--- src/rtl/pic_pkg.sv ---
// Shared types and ICW bit positions for the PIC init/ack sequencer.
// Pure declarations; no logic, no latency, no backpressure.
package pic_pkg;

  typedef enum logic [2:0] {
    UNINIT = 3'd0,
    W_ICW2 = 3'd1,
    W_ICW3 = 3'd2,
    W_ICW4 = 3'd3,
    READY  = 3'd4
  } init_state_t;

  typedef enum logic [1:0] {
    A_IDLE = 2'd0,
    A_FRZ  = 2'd1,
    A_DRV  = 2'd2
  } ack_state_t;

  localparam int ICW1_SEL_BIT = 4;
  localparam int SNGL_BIT     = 1;
  localparam int IC4_BIT      = 0;
  localparam int AEOI_BIT     = 1;

endpackage

--- src/rtl/pic_prio_enc.sv ---
// Lowest-index-wins priority encoder with valid flag.
// Purely combinational, zero latency; no backpressure.
module pic_prio_enc #(
  parameter int NUM_IRQ = 8,
  parameter int IDW     = $clog2(NUM_IRQ)
) (
  input  logic [NUM_IRQ-1:0] req,
  output logic [IDW-1:0]     id,
  output logic               vld
);

  // Scan from the top down so the lowest set index is the last assignment.
  always_comb begin
    id  = '0;
    vld = 1'b0;
    for (int i = NUM_IRQ - 1; i >= 0; i--) begin
      if (req[i]) begin
        id  = IDW'(i);
        vld = 1'b1;
      end
    end
  end

endmodule

--- src/rtl/pic_init_ack_seq.sv ---
// ICW init sequencer plus two-pulse INTA vector driver; vector on bus the cycle after the 2nd INTA.
// No backpressure; optional auto-EOI pulse enabled by macro PIC_AEOI_EN.
module pic_init_ack_seq
  import pic_pkg::*;
#(
  parameter int NUM_IRQ = 8,
  parameter int IDW     = $clog2(NUM_IRQ)
) (
  input  logic               clk,
  input  logic               rst_n,
  input  logic               wr_stb,
  input  logic               a0,
  input  logic [7:0]         din,
  input  logic               inta_stb,
  input  logic [NUM_IRQ-1:0] isr,
  output logic [7:0]         dout,
  output logic               dout_en,
  output logic               init_done,
  output logic               freeze,
  output logic               eoi_stb,
  output logic [IDW-1:0]     eoi_id
);

  init_state_t init_state, init_next;
  ack_state_t  ack_state, ack_next;

  logic [7:0] icw1, icw2, icw3, icw4;
  logic [7:0] vec_q;
  logic       is_icw1;
  logic       wr_icw2, wr_icw3, wr_icw4;
  logic       load_vec;

  logic [IDW-1:0] enc_id;
  logic           enc_vld;
  logic [IDW-1:0] sel_id;

  pic_prio_enc #(
    .NUM_IRQ (NUM_IRQ),
    .IDW     (IDW)
  ) u_prio_enc (
    .req (isr),
    .id  (enc_id),
    .vld (enc_vld)
  );

  // Empty in-service vector reports the spurious (highest) level.
  assign sel_id  = enc_vld ? enc_id : IDW'(NUM_IRQ - 1);
  assign is_icw1 = wr_stb & ~a0 & din[ICW1_SEL_BIT];

  always_ff @(posedge clk or negedge rst_n) begin
    if (!rst_n) begin
      init_state <= UNINIT;
      ack_state  <= A_IDLE;
    end else begin
      init_state <= init_next;
      ack_state  <= ack_next;
    end
  end

  always_comb begin
    init_next = init_state;
    wr_icw2   = 1'b0;
    wr_icw3   = 1'b0;
    wr_icw4   = 1'b0;
    if (is_icw1) begin
      init_next = W_ICW2;
    end else begin
      case (init_state)
        W_ICW2: if (wr_stb && a0) begin
          wr_icw2 = 1'b1;
          if (!icw1[SNGL_BIT])    init_next = W_ICW3;
          else if (icw1[IC4_BIT]) init_next = W_ICW4;
          else                    init_next = READY;
        end
        W_ICW3: if (wr_stb && a0) begin
          wr_icw3   = 1'b1;
          init_next = icw1[IC4_BIT] ? W_ICW4 : READY;
        end
        W_ICW4: if (wr_stb && a0) begin
          wr_icw4   = 1'b1;
          init_next = READY;
        end
        default: init_next = init_state;
      endcase
    end
  end

  always_ff @(posedge clk or negedge rst_n) begin
    if (!rst_n) begin
      icw1 <= '0;
      icw2 <= '0;
      icw3 <= '0;
      icw4 <= '0;
    end else if (is_icw1) begin
      icw1 <= din;
      icw2 <= '0;
      icw3 <= '0;
      icw4 <= '0;
    end else begin
      if (wr_icw2) icw2 <= din;
      if (wr_icw3) icw3 <= din;
      if (wr_icw4) icw4 <= din;
    end
  end

  assign init_done = (init_state == READY);

  // A fresh ICW1 aborts any acknowledge cycle in progress.
  always_comb begin
    ack_next = ack_state;
    load_vec = 1'b0;
    if (is_icw1) begin
      ack_next = A_IDLE;
    end else begin
      case (ack_state)
        A_IDLE: if (inta_stb && init_done) ack_next = A_FRZ;
        A_FRZ: if (inta_stb && init_done) begin
          ack_next = A_DRV;
          load_vec = 1'b1;
        end
        A_DRV:   ack_next = A_IDLE;
        default: ack_next = A_IDLE;
      endcase
    end
  end

  always_ff @(posedge clk or negedge rst_n) begin
    if (!rst_n)        vec_q <= '0;
    else if (load_vec) vec_q <= {icw2[7:IDW], sel_id};
  end

  assign dout_en = (ack_state == A_DRV);
  assign freeze  = (ack_state == A_FRZ) || (ack_state == A_DRV);
  assign dout    = dout_en ? vec_q : 8'h00;

`ifdef PIC_AEOI_EN
  assign eoi_stb = dout_en & icw4[AEOI_BIT];
  assign eoi_id  = eoi_stb ? vec_q[IDW-1:0] : '0;
`else
  assign eoi_stb = 1'b0;
  assign eoi_id  = '0;
`endif

  // Configuration bits kept for completeness but not consumed by this block.
  logic unused_cfg;
  assign unused_cfg = ^{icw1, icw2[IDW-1:0], icw3, icw4};

endmodule

--- config.mk ---
export PLATFORM = sky130hd
export DESIGN_NAME = pic_init_ack_seq
export DESIGN_NICKNAME = d
export VERILOG_FILES = /design/src/rtl/pic_pkg.sv /design/src/rtl/pic_prio_enc.sv /design/src/rtl/pic_init_ack_seq.sv
export SDC_FILE = /design/constraint.sdc
export NUM_CORES = 1
export LEC_CHECK = 0
export ABC_AREA = 1
export ABC_CLOCK_PERIOD_IN_PS = 2350
export CAP_MARGIN = 40
export CORE_UTILIZATION = 49
export CTS_CLUSTER_SIZE = 12
export DETAILED_ROUTE_END_ITERATION = 8
export PLACE_DENSITY = 0.84
export SETUP_SLACK_MARGIN = 0.05
export SYNTH_ARGS = -nofsm -noshare
export SYNTH_HDL_FRONTEND = slang
export SYNTH_SLANG_ARGS = --single-unit
--- constraint.sdc ---
create_clock -name clk -period 2.35 [get_ports clk]
set_clock_uncertainty 0.05 [all_clocks]
set_input_delay 0.705 -clock clk [delete_from_list [all_inputs] [get_ports clk]]
set_output_delay 0.705 -clock clk [all_outputs]
set_load 0.01 [all_outputs]
==> results.md, run 1 <==
* DR WL met3 at 70 µm
* Clock transition at path regs at 0.10 ns
* Fill cells at 201
* Max cap viols at 0
* RSZ-0062 raised after global routing: false
* Status: completed
* Post-synth top area share at 0.4405
* Syn Area/Cell at 7.574 µm²
* PwrDens at 709.9 nW/µm²
* CP Class: flip-flop to output port
* Hold path cells at 2
* First-pass GRT wire length at roughly 4000 µm
* R2R cell count at 7
* # clock sinks at 20
* GPL Wtd Cong at approximately 0.8
* Number of global-route vias before repair at between 900 and 1k
* Crit path required time at between 1.5 and 2 ns
* Met2 wire length at 1207 µm
* Top Metal Used: met3
* Core area at 2191 µm²
* Largest net degree at the start of global routing at 21
* CTS H-tree lvls at 1
* Min-delay src: vec_q[4]$_DFFE_PN0P_
* Most numerous cell in the Yosys netlist: nand2_1
* CP cell instances: inv_2, ha_4, nand2_1, inv_1, dlygate4sd2_1
* Final hold viol count at 0
* Global route overflow at 0
* Die area at 2515 µm²
* Final ANT Viol Nets at 0
* Initial antenna violation count at 0
* Post-synth top flop: dfrtp_1
* Number of synthesized flops with an enable pin at 0
* Top post-synthesis cells by count: nand2_1 (51), inv_1 (27), dfrtp_1 (20)
* Starting Density at 0.5186
* Via count at 1,011
* Critical path peak fanout at 9
* Post-DP HPWL at 1763 µm
* Hold buffers post-CTS at 0
* Clk_lat worst skew at just under 0.3 ns
* Nets at 209
* Worst reg2reg setup slack at ~0.89 ns
* Ys async rst share at 1.000
* Root Driver: clkbuf_4
* Top delay family on crit path: flip-flops
* Max-slew violation count at 0
* Cell row count at 17
* Via-per-instance ratio at 4.791
* Final worst path period share at 0.9062
* Seq cells post-synth at 20
* Worst hold slack at around 0.43 ns
* Yosys cell types at 23
* Layout area overhead at 30.51%
* Min-Delay Path Class: flip-flop to flip-flop
* Leak pwr at between 0.8 and 0.9 nW
* # DRC at 0
* Total track usage at 0.2112
* Critical Path Start Type: flip-flop
* Routed metal-1 wire length at 969 µm
* IO buf count at 30
* Critical path's largest stage delay at 0.43 ns
* Synth warn at 0
* R2r endpoint: vec_q[2]$_DFFE_PN0P_
* Final Setup Violations at 0
* Cells after Synth at 150
* First-pass iteration count of the detailed router at 4
* TritonCTS clock tree: yes
* Final wirelength at approximately 2200 µm
* R2R Path Start: ack_state[1]$_DFFE_PN0P_
* Worst Setup End Kind: output port
* DR iter-0 viols at 13
* Worst min-delay path endpoint: vec_q[4]$_DFFE_PN0P_
* Die Y at about 50 µm
* Buf/Inv on CP at 3
* Register area share after synthesis at 0.4405
* CP arrival at ~1.4 ns
* Fin crit period at 2.130 ns
* Cell accounting for the most synthesized area: dfrtp_1
* Critical path's slowest cell: dfrtp_1
* Drt wl/cell at 10.65 µm
* Setup TNS at 0 ns
* Total CTS buffers at 3
* VDD IR-drop max at 0.4803 mV
* IO Pins at 36
* Top post-synthesis cells by area: dfrtp_1 (44%), nand2_1 (17%), inv_1 (8.9%)
* Clk buf depth at 2
* Netlist Area Pre-Place at 1136 µm²
* Max Clock Freq at between 0.4 and 0.5 GHz
* Die outline width at 50.15 µm
* Inserted Diodes at 0
* Share of layout cells above drive strength 1 at 0.1148
-- what timing repair did --
action / 4_1_cts / 5_1_grt
setup endpoints to repair: 11 / 0
resized for setup: 15 / 0
buffers inserted: 1 / 0
-- how the worst max path moves through the flow --
stage	depth (start not counted)	end	slack, ns	from
5_1_grt	5	dout[0]	0.13	ack_state[0]$_DFFE_PN0P_
3_3_place_gp	5	dout[0]	0.1	ack_state[0]$_DFFE_PN0P_
6_report	5	dout[4]	0.22	ack_state[0]$_DFFE_PN0P_
3_5_place_dp	5	dout[2]	0.06	ack_state[0]$_DFFE_PN0P_
4_1_cts	5	dout[4]	0.21	ack_state[0]$_DFFE_PN0P_
2_1_floorplan	5	dout[0]	0.55	ack_state[0]$_DFFE_PN0P_
-- metrics by stage --
step,area [µm²],worst slack [ns],utilization,power (mW),std cells
floorplan,1147,0.5512,-,0.7699,153
global placement,1453,0.09585,0.6631,0.8705,207
detailed placement,1453,0.05945,0.6631,0.8959,207
CTS,1483,0.2075,0.6768,1.059,211
global route,1483,0.1257,0.6768,1.135,211
finish,1483,0.2204,0.6768,1.053,211
-- layer usage --
layer  track usage  vias up
li1              -      513
met1        0.2406      475
met2        0.3933       23
met3       0.02727        0
met4       0.08095        0
met5             0        -
-- worst register-to-register path, stage by stage (launching register included) --
cell and delay, ns:
dfrtp_1 0.43, inv_1 0.10, ha_1 0.15, nand2_1 0.11, nor2_4 0.21, inv_2 0.15, nand2_1 0.10, o21ai_2 0.05
-- cells by family (layout without fill, tap and decap cells) --
logic type	count (synthesis)	count (layout)	synth area share
simple gates	75	75	0.2974
buf+inv	35	65	0.1355
flops	20	20	0.4405
compound gates	16	16	0.09031
fa+ha+maj	3	3	0.03304
other cells	1	4	0.003301
-- report_power, final --
group	internal [mW]	leakage [nW]	switching, mW
Sequential	0.445	0.263	0.0899
Combinational	0.154	0.574	0.207
Clock	0.0596	0.0138	0.0966
Total	0.659	0.851	0.394
-- placed cells by master (no fill, tap or decap) --
master           netlist  layout
nor2_1                13      13
nand3_1                2       2
dlygate4sd2_1          0      11
nor3_4                 1       1
dfrtp_1               20      19
nand3b_1               1       1
o211ai_1               1       1
a211oi_1               1       1
o21ai_0                6       6
nor2_4                 1       1
a21boi_0               1       1
clkbuf_4               0       3
conb_1                 1       4
nand2_1               51      51
inv_2                  2       3
a21oi_1                3       3
buf_4                  4       3
inv_1                 27      26
clkdlybuf4s50_1        0      19
nand2_2                3       3
nor4_4                 1       1
dfrtp_2                0       1
ha_1                   3       2
ha_4                   0       1
nand4_1                2       2
o21ai_2                4       4
-- layout make-up --
type	count	area [µm²]	share of cell area
sequential	20	501.7	0.3384
clock buffer	3	22.52	0.01519
multi-input combinational	98	505.5	0.3409
tap	28	35.03	0.02363
inverter	29	108.9	0.07342
timing repair buffer	33	309.0	0.2084
-- state kept, by name, summed over array words and instances (netlist names) --
| name | count |
|---|---|
| ack_state | 2 |
| icw1 | 2 |
| icw2 | 5 |
| vec_q | 8 |
| init_state | 3 |
Power figures use the tool's default switching activity.
==> inputs of run 2 (changes only) <==
--- a/config.mk
+++ b/config.mk
@@ -5,13 +5,12 @@
 export SDC_FILE = /design/constraint.sdc
 export NUM_CORES = 1
 export LEC_CHECK = 0
-export ABC_AREA = 1
 export ABC_CLOCK_PERIOD_IN_PS = 2350
 export CAP_MARGIN = 40
-export CORE_UTILIZATION = 49
+export CORE_UTILIZATION = 48
 export CTS_CLUSTER_SIZE = 12
 export DETAILED_ROUTE_END_ITERATION = 8
-export PLACE_DENSITY = 0.84
+export PLACE_DENSITY = 0.83
 export SETUP_SLACK_MARGIN = 0.05
 export SYNTH_ARGS = -nofsm -noshare
 export SYNTH_HDL_FRONTEND = slang
==> results.md, run 2 <==
* Clock Power Share at 0.154
* Top post-synthesis cells by count: dfrtp_1 (20), a21oi_1 (9), and2_1 (8), mux2_2 (8), o21ai_0 (6)
* Post-DP HPWL at 1789 µm
* Nets at 164
* Largest register FFs at 8
* CTS H-tree lvls at 1
* Yosys cell types at 33
* Buf/Inv on CP at 2
* Final wirelength at 2245 µm
* TritonCTS clock tree: yes
* Simple-gate area share of the yosys netlist at 0.1862
* Seq cells post-synth at 20
* Leak pwr at ~0.74 nW
* Worst Setup EP: dout[2]
* Synth Area in Adders at 0.03405
* Worst hold slack at 0.4664 ns
* Synth warn at 0
* Largest registers: vec_q x8, icw2 x5, init_state x3
* GPL Wtd Cong at 0.7478
* Register area share after synthesis at 0.4540
* Logic gate share of total power at 0.421
* Critical Path Start Type: flip-flop
* Final worst path period share at 0.9238
* Total track usage at 0.1971
* Cell accounting for the most synthesized area: dfrtp_1
* Starting Density at 0.5346
* Reg with most FFs: vec_q
* Cells after Synth at 101
* Number of synthesized flops with an enable pin at 0
* Root Driver: clkbuf_4
* Status: completed
* Total CTS buffers at 3
* Power Internal at around 0.86 mW
* Final ANT Viol Nets at 0
* Max cap viols at 0
* Die area at 2492 µm²
* Final Setup Violations at 0
* Post-synthesis xor/xnor area fraction at 0
* # clock sinks at 20
* Place WS at -0.05330 ns
* Worst Setup End Kind: output port
* IO buf count at 29
* Post-synth top flop: dfrtp_1
* Die Y at 49.92 µm
* RSZ-0062 raised after global routing: false
* Number of global-route vias before repair at 903
* Fin crit period at 2.171 ns
* CP Class: flip-flop to output port
* Share of layout cells above drive strength 1 at 0.2302
* Critical path's largest stage delay at 0.39 ns
* Setup TNS at 0 ns
* Worst setup margin at between 0.15 and 0.2 ns
* Hold buffers post-CTS at 0
* Netlist Area Pre-Place at 1102 µm²
* R2r endpoint: vec_q[0]$_DFFE_PN0P_
* Clock transition at path regs at around 0.12 ns
* Drt wl/cell at 13.52 µm
* DR iter-0 viols at 13
* Mux contribution to synthesized area at 0.09081
* Top delay family on crit path: buffers and inverters
* Layout area overhead at 35.19%
* Critical path's slowest cell: dfrtp_1
* CP arrival at between 1 and 1.5 ns
* Core area at 2062 µm²
* Worst reg2reg setup slack at 0.53 ns
* Die outline width at 49.92 µm
* Largest net degree at the start of global routing at 21
* Global route overflow at 0
* Clk buf depth at 2
* Clk_lat worst skew at 0.31 ns
* Critical path peak fanout at 9
* Max Clock Freq at 0.4606 GHz
* Via count at approximately 900
* Crit. Startpoint: ack_state[1]$_DFFE_PN0P_
* Min-Delay Path Class: flip-flop to flip-flop
* R2R cell count at 5
* First-pass iteration count of the detailed router at 4
* Ys async rst share at 1.000
* VDD IR-drop max at 0.5511 mV
* Net Sw Frac at 0.3488
* CP cell instances: buf_4, ha_4, and2_1, dlygate4sd2_1
* Initial antenna violation count at 0
* Largest family of logic cells by synthesized area: simple AND/OR/NAND/NOR gates
* Crit path required time at 1.59 ns
* Most numerous cell in the Yosys netlist: dfrtp_1
* Inserted Diodes at 0
* Max-slew violation count at 0
* Post-synth top area share at 0.4540
* Most frequent cells in the layout: dfrtp_1 (18), clkdlybuf4s50_1 (18), buf_4 (10)
* Final hold viol count at 0
* WP depth at 4
* Syn Area/Cell at 10.91 µm²
* Top post-synthesis cells by area: dfrtp_1 (45%), mux2_2 (8.2%), and2_1 (4.5%)
* Cell row count at 16
* # DRC at 0
* First-pass GRT wire length at approximately 3700 µm
* IO Pins at 36
* Switch Pwr at 0.4624 mW
* PwrDens at roughly 900 nW/µm²
* Via-per-instance ratio at 5.404
* Sequential power share at 0.425
* R2R Path Start: ack_state[1]$_DFFE_PN0P_
* Post-synthesis compound-gate area fraction at 0.1566
==> run 2: cell count changes after synthesis, sizes merged, moves of 4 or more <==
cell and delta:
a21oi +6, and2 +8, inv -25, mux2 +8, nand2 -52, nor2 -11, o21ai -4
==> run 2: how the worst min path moves through the flow <==
stage | start | slack, ns | cells past startpoint | end
floorplan | rst_n | 0.36 | 0 | ack_state[0]$_DFFE_PN0P_
global placement | vec_q[3]$_DFFE_PN0P_ | 0.43 | 1 | vec_q[3]$_DFFE_PN0P_
detailed placement | vec_q[7]$_DFFE_PN0P_ | 0.44 | 1 | vec_q[7]$_DFFE_PN0P_
CTS | vec_q[7]$_DFFE_PN0P_ | 0.47 | 1 | vec_q[7]$_DFFE_PN0P_
global route | vec_q[2]$_DFFE_PN0P_ | 0.49 | 1 | vec_q[2]$_DFFE_PN0P_
finish | vec_q[5]$_DFFE_PN0P_ | 0.47 | 1 | vec_q[5]$_DFFE_PN0P_
==> run 2: timing repair <==
| action | 4_1_cts | 5_1_grt |
|---|---|---|
| buffers inserted | 2 | 0 |
| resized for setup | 13 | 3 |
| endpoints found under the setup margin | 11 | 2 |
==> run 2: power by group through the flow <==
| stage | logic (mW) | clock network [mW] | registers, mW |
|---|---|---|---|
| final | 0.559 | 0.204 | 0.563 |
| after global routing | 0.613 | 0.213 | 0.578 |
| after CTS | 0.566 | 0.202 | 0.560 |
| after detailed placement | 0.544 | 0 | 0.565 |
| after global placement | 0.515 | 0 | 0.553 |
| after floorplan | 0.383 | 0 | 0.524 |
==> run 2: per-stage QoR <==
stage | instance area [µm²] | power, mW | std cells | util
floorplan | 1114 | 0.9068 | 104 | -
global route | 1490 | 1.404 | 166 | 0.7227
finish | 1490 | 1.326 | 166 | 0.7227
global placement | 1430 | 1.068 | 160 | 0.6936
CTS | 1484 | 1.328 | 166 | 0.7197
detailed placement | 1430 | 1.110 | 160 | 0.6936
==> run 2: routing by layer <==
| metal | GRT usage | share of wire | wire [µm] | vias up |
|---|---|---|---|---|
| li1 | - | - | - | 428 |
| met1 | 0.2032 | 0.39 | 882 | 432 |
| met2 | 0.3986 | 0.55 | 1235 | 33 |
| met3 | 0.02778 | 0.047 | 105 | 4 |
| met4 | 0.05714 | 0.0098 | 22 | 0 |
| met5 | 0 | 0 | 0 | - |
==> run 2: kinds of logic (layout without fill, tap and decap cells) <==
group / after synthesis / count (layout)
compound gates: 26 / 26
fa+ha+maj: 3 / 3
buf+inv: 12 / 47
flops: 20 / 20
mux: 9 / 9
other cells: 1 / 4
simple gates: 30 / 30
==> run 2: layout make-up <==
type,instances,area [µm²]
clock buffer,4,36.28
fill,155,571.8
inverter,4,15.01
multi-input combinational,72,543.0
sequential,20,503.0
tap,27,33.78
timing repair buffer,39,359.1
==> inputs of run 3 (changes only) <==
--- a/config.mk
+++ b/config.mk
@@ -7,6 +7,7 @@
 export LEC_CHECK = 0
 export ABC_CLOCK_PERIOD_IN_PS = 2350
 export CAP_MARGIN = 40
+export CORE_MARGIN = 3
 export CORE_UTILIZATION = 48
 export CTS_CLUSTER_SIZE = 12
 export DETAILED_ROUTE_END_ITERATION = 8
==> results.md, run 3 (synthesis results as in run 2) <==
* Critical path's largest stage delay at 0.40 ns
* CP Class: flip-flop to output port
* Worst setup margin at 0.1756 ns
* Critical Path Start Type: flip-flop
* Inserted Diodes at 0
* VDD IR-drop max at 0.5521 mV
* Final hold viol count at 0
* Root Driver: clkbuf_4
* Max-slew violation count at 0
* IO Pins at 36
* CP cell instances: buf_4, ha_4, and2_1, dlygate4sd2_1
* Worst min-delay path endpoint: vec_q[5]$_DFFE_PN0P_
* First-pass iteration count of the detailed router at 4
* Global route overflow at 0
* Final ANT Viol Nets at 0
* # clock sinks at 20
* Max Clock Freq at 0.4599 GHz
* Status: completed
* Post-DP HPWL at between 1500 and 2000 µm
* Total CTS buffers at 3
* Layout area overhead at 34.85%
* Max cap viols at 0
* Drt wl/cell at 13.87 µm
* Starting Density at 0.5346
* Largest net degree at the start of global routing at 21
* Placed Cells at 160
* Worst Setup End Kind: output port
* Most frequent cells in the layout: dfrtp_1 (18), clkdlybuf4s50_1 (18), dlygate4sd2_1 (10), buf_4 (10), a21oi_1 (9)
* # DRC at 0
* Hold buffers post-CTS at 0
* Non-filler cells, final at 166
* GPL Wtd Cong at 0.7728
* Initial antenna violation count at 0
* Largest register FFs at 8
* DR iter-0 viols at 14
* R2r endpoint: vec_q[0]$_DFFE_PN0P_
* Core area at ~2100 µm²
* R2R Path Start: ack_state[1]$_DFFE_PN0P_
* Cell row count at 16
* Share of layout cells above drive strength 1 at 0.2302
* Via-per-instance ratio at 5.259
* Die outline width at 53.92 µm
* CTS H-tree lvls at 1
* Clk buf depth at 2
* Min-Delay Path Class: flip-flop to flip-flop
* Hold path cells at 1
* Die area at 2907 µm²
* Nets at 164
* Via count at 873
* R2R cell count at 5
* Number of global-route vias before repair at 851
* Crit path required time at 1.59 ns
* Top delay family on crit path: buffers and inverters
* Worst hold slack at between 0.4 and 0.5 ns
* Leak pwr at 0.7288 nW
* Critical path's slowest cell: dfrtp_1
* Final Setup Violations at 0
* First-pass GRT wire length at between 3000 and 4000 µm
* Reg with most FFs: vec_q
* Place WS at -0.04227 ns
* Largest registers: vec_q x8, icw2 x5, init_state x3
* Buf/Inv on CP at 2
* Total track usage at 0.1708
* CP arrival at 1.42 ns
* Post-layout util at 0.7209
* Die Y at 53.92 µm
* Clk_lat worst skew at roughly 0.3 ns
* TritonCTS clock tree: yes
* Worst reg2reg setup slack at between 0.5 and 0.6 ns
* Min-delay src: vec_q[5]$_DFFE_PN0P_
* Critical path peak fanout at 9
* IO buf count at 29
* Clock transition at path regs at 0.12 ns
* PwrDens at between 800 and 900 nW/µm²
* Final wirelength at 2303 µm
* RSZ-0062 raised after global routing: false
* Fin crit period at 2.174 ns
* Setup TNS at 0 ns
* Final worst path period share at 0.9253
[run 3: layer usage]
layer	share of wire	routed length [µm]	GRT usage	vias to the layer above
met1	0.42	977	0.1986	413
met5	0	0	0	-
met2	0.51	1185	0.3004	27
li1	-	-	-	427
met3	0.044	102	0.02770	6
met4	0.017	38	0.08511	0
[run 3: worst max-delay path by stage]
stage | startpoint | to | depth (start not counted)
finish | ack_state[1]$_DFFE_PN0P_ | dout[4] | 4
floorplan | din[4] | vec_q[0]$_DFFE_PN0P_ | 4
global route | ack_state[1]$_DFFE_PN0P_ | dout[4] | 4
detailed placement | a0 | vec_q[0]$_DFFE_PN0P_ | 4
CTS | ack_state[0]$_DFFE_PN0P_ | dout_en | 3
global placement | a0 | vec_q[0]$_DFFE_PN0P_ | 4
[run 3: final cells by class]
type                            instances  area (µm²)
Sequential cell                        20       503.0
Fill cell                             157       575.6
Timing Repair Buffer                   39       355.3
Inverter                                4       15.01
Tap cell                               27       33.78
Multi-Input combinational cell         72       543.0
Clock buffer                            4       36.28
[run 3: timing repair]
action	in CTS	in global routing
setup endpoints to repair	11	1
pin swaps	0	0
buffers inserted	2	0
gates resized for setup	15	1
[run 3: worst register-to-register path, cell delays in order, from the launching register on]
cell	delay, ns
dfrtp_1	0.40
inv_1	0.10
ha_1	0.20
inv_1	0.06
or3_1	0.54
o41ai_2	0.35
[run 3: stage by stage]
| stage | power, mW | cell area, µm² |
|---|---|---|
| detailed placement | 1.100 | 1430 |
| CTS | 1.320 | 1484 |
| global route | 1.391 | 1486 |
| global placement | 1.070 | 1430 |
| finish | 1.311 | 1486 |
| floorplan | 0.9068 | 1114 |
[run 3: where the power goes]
part | switching [mW] | internal (mW)
sequential | 0.0981 | 0.464
combinational | 0.248 | 0.301
clock | 0.105 | 0.0944
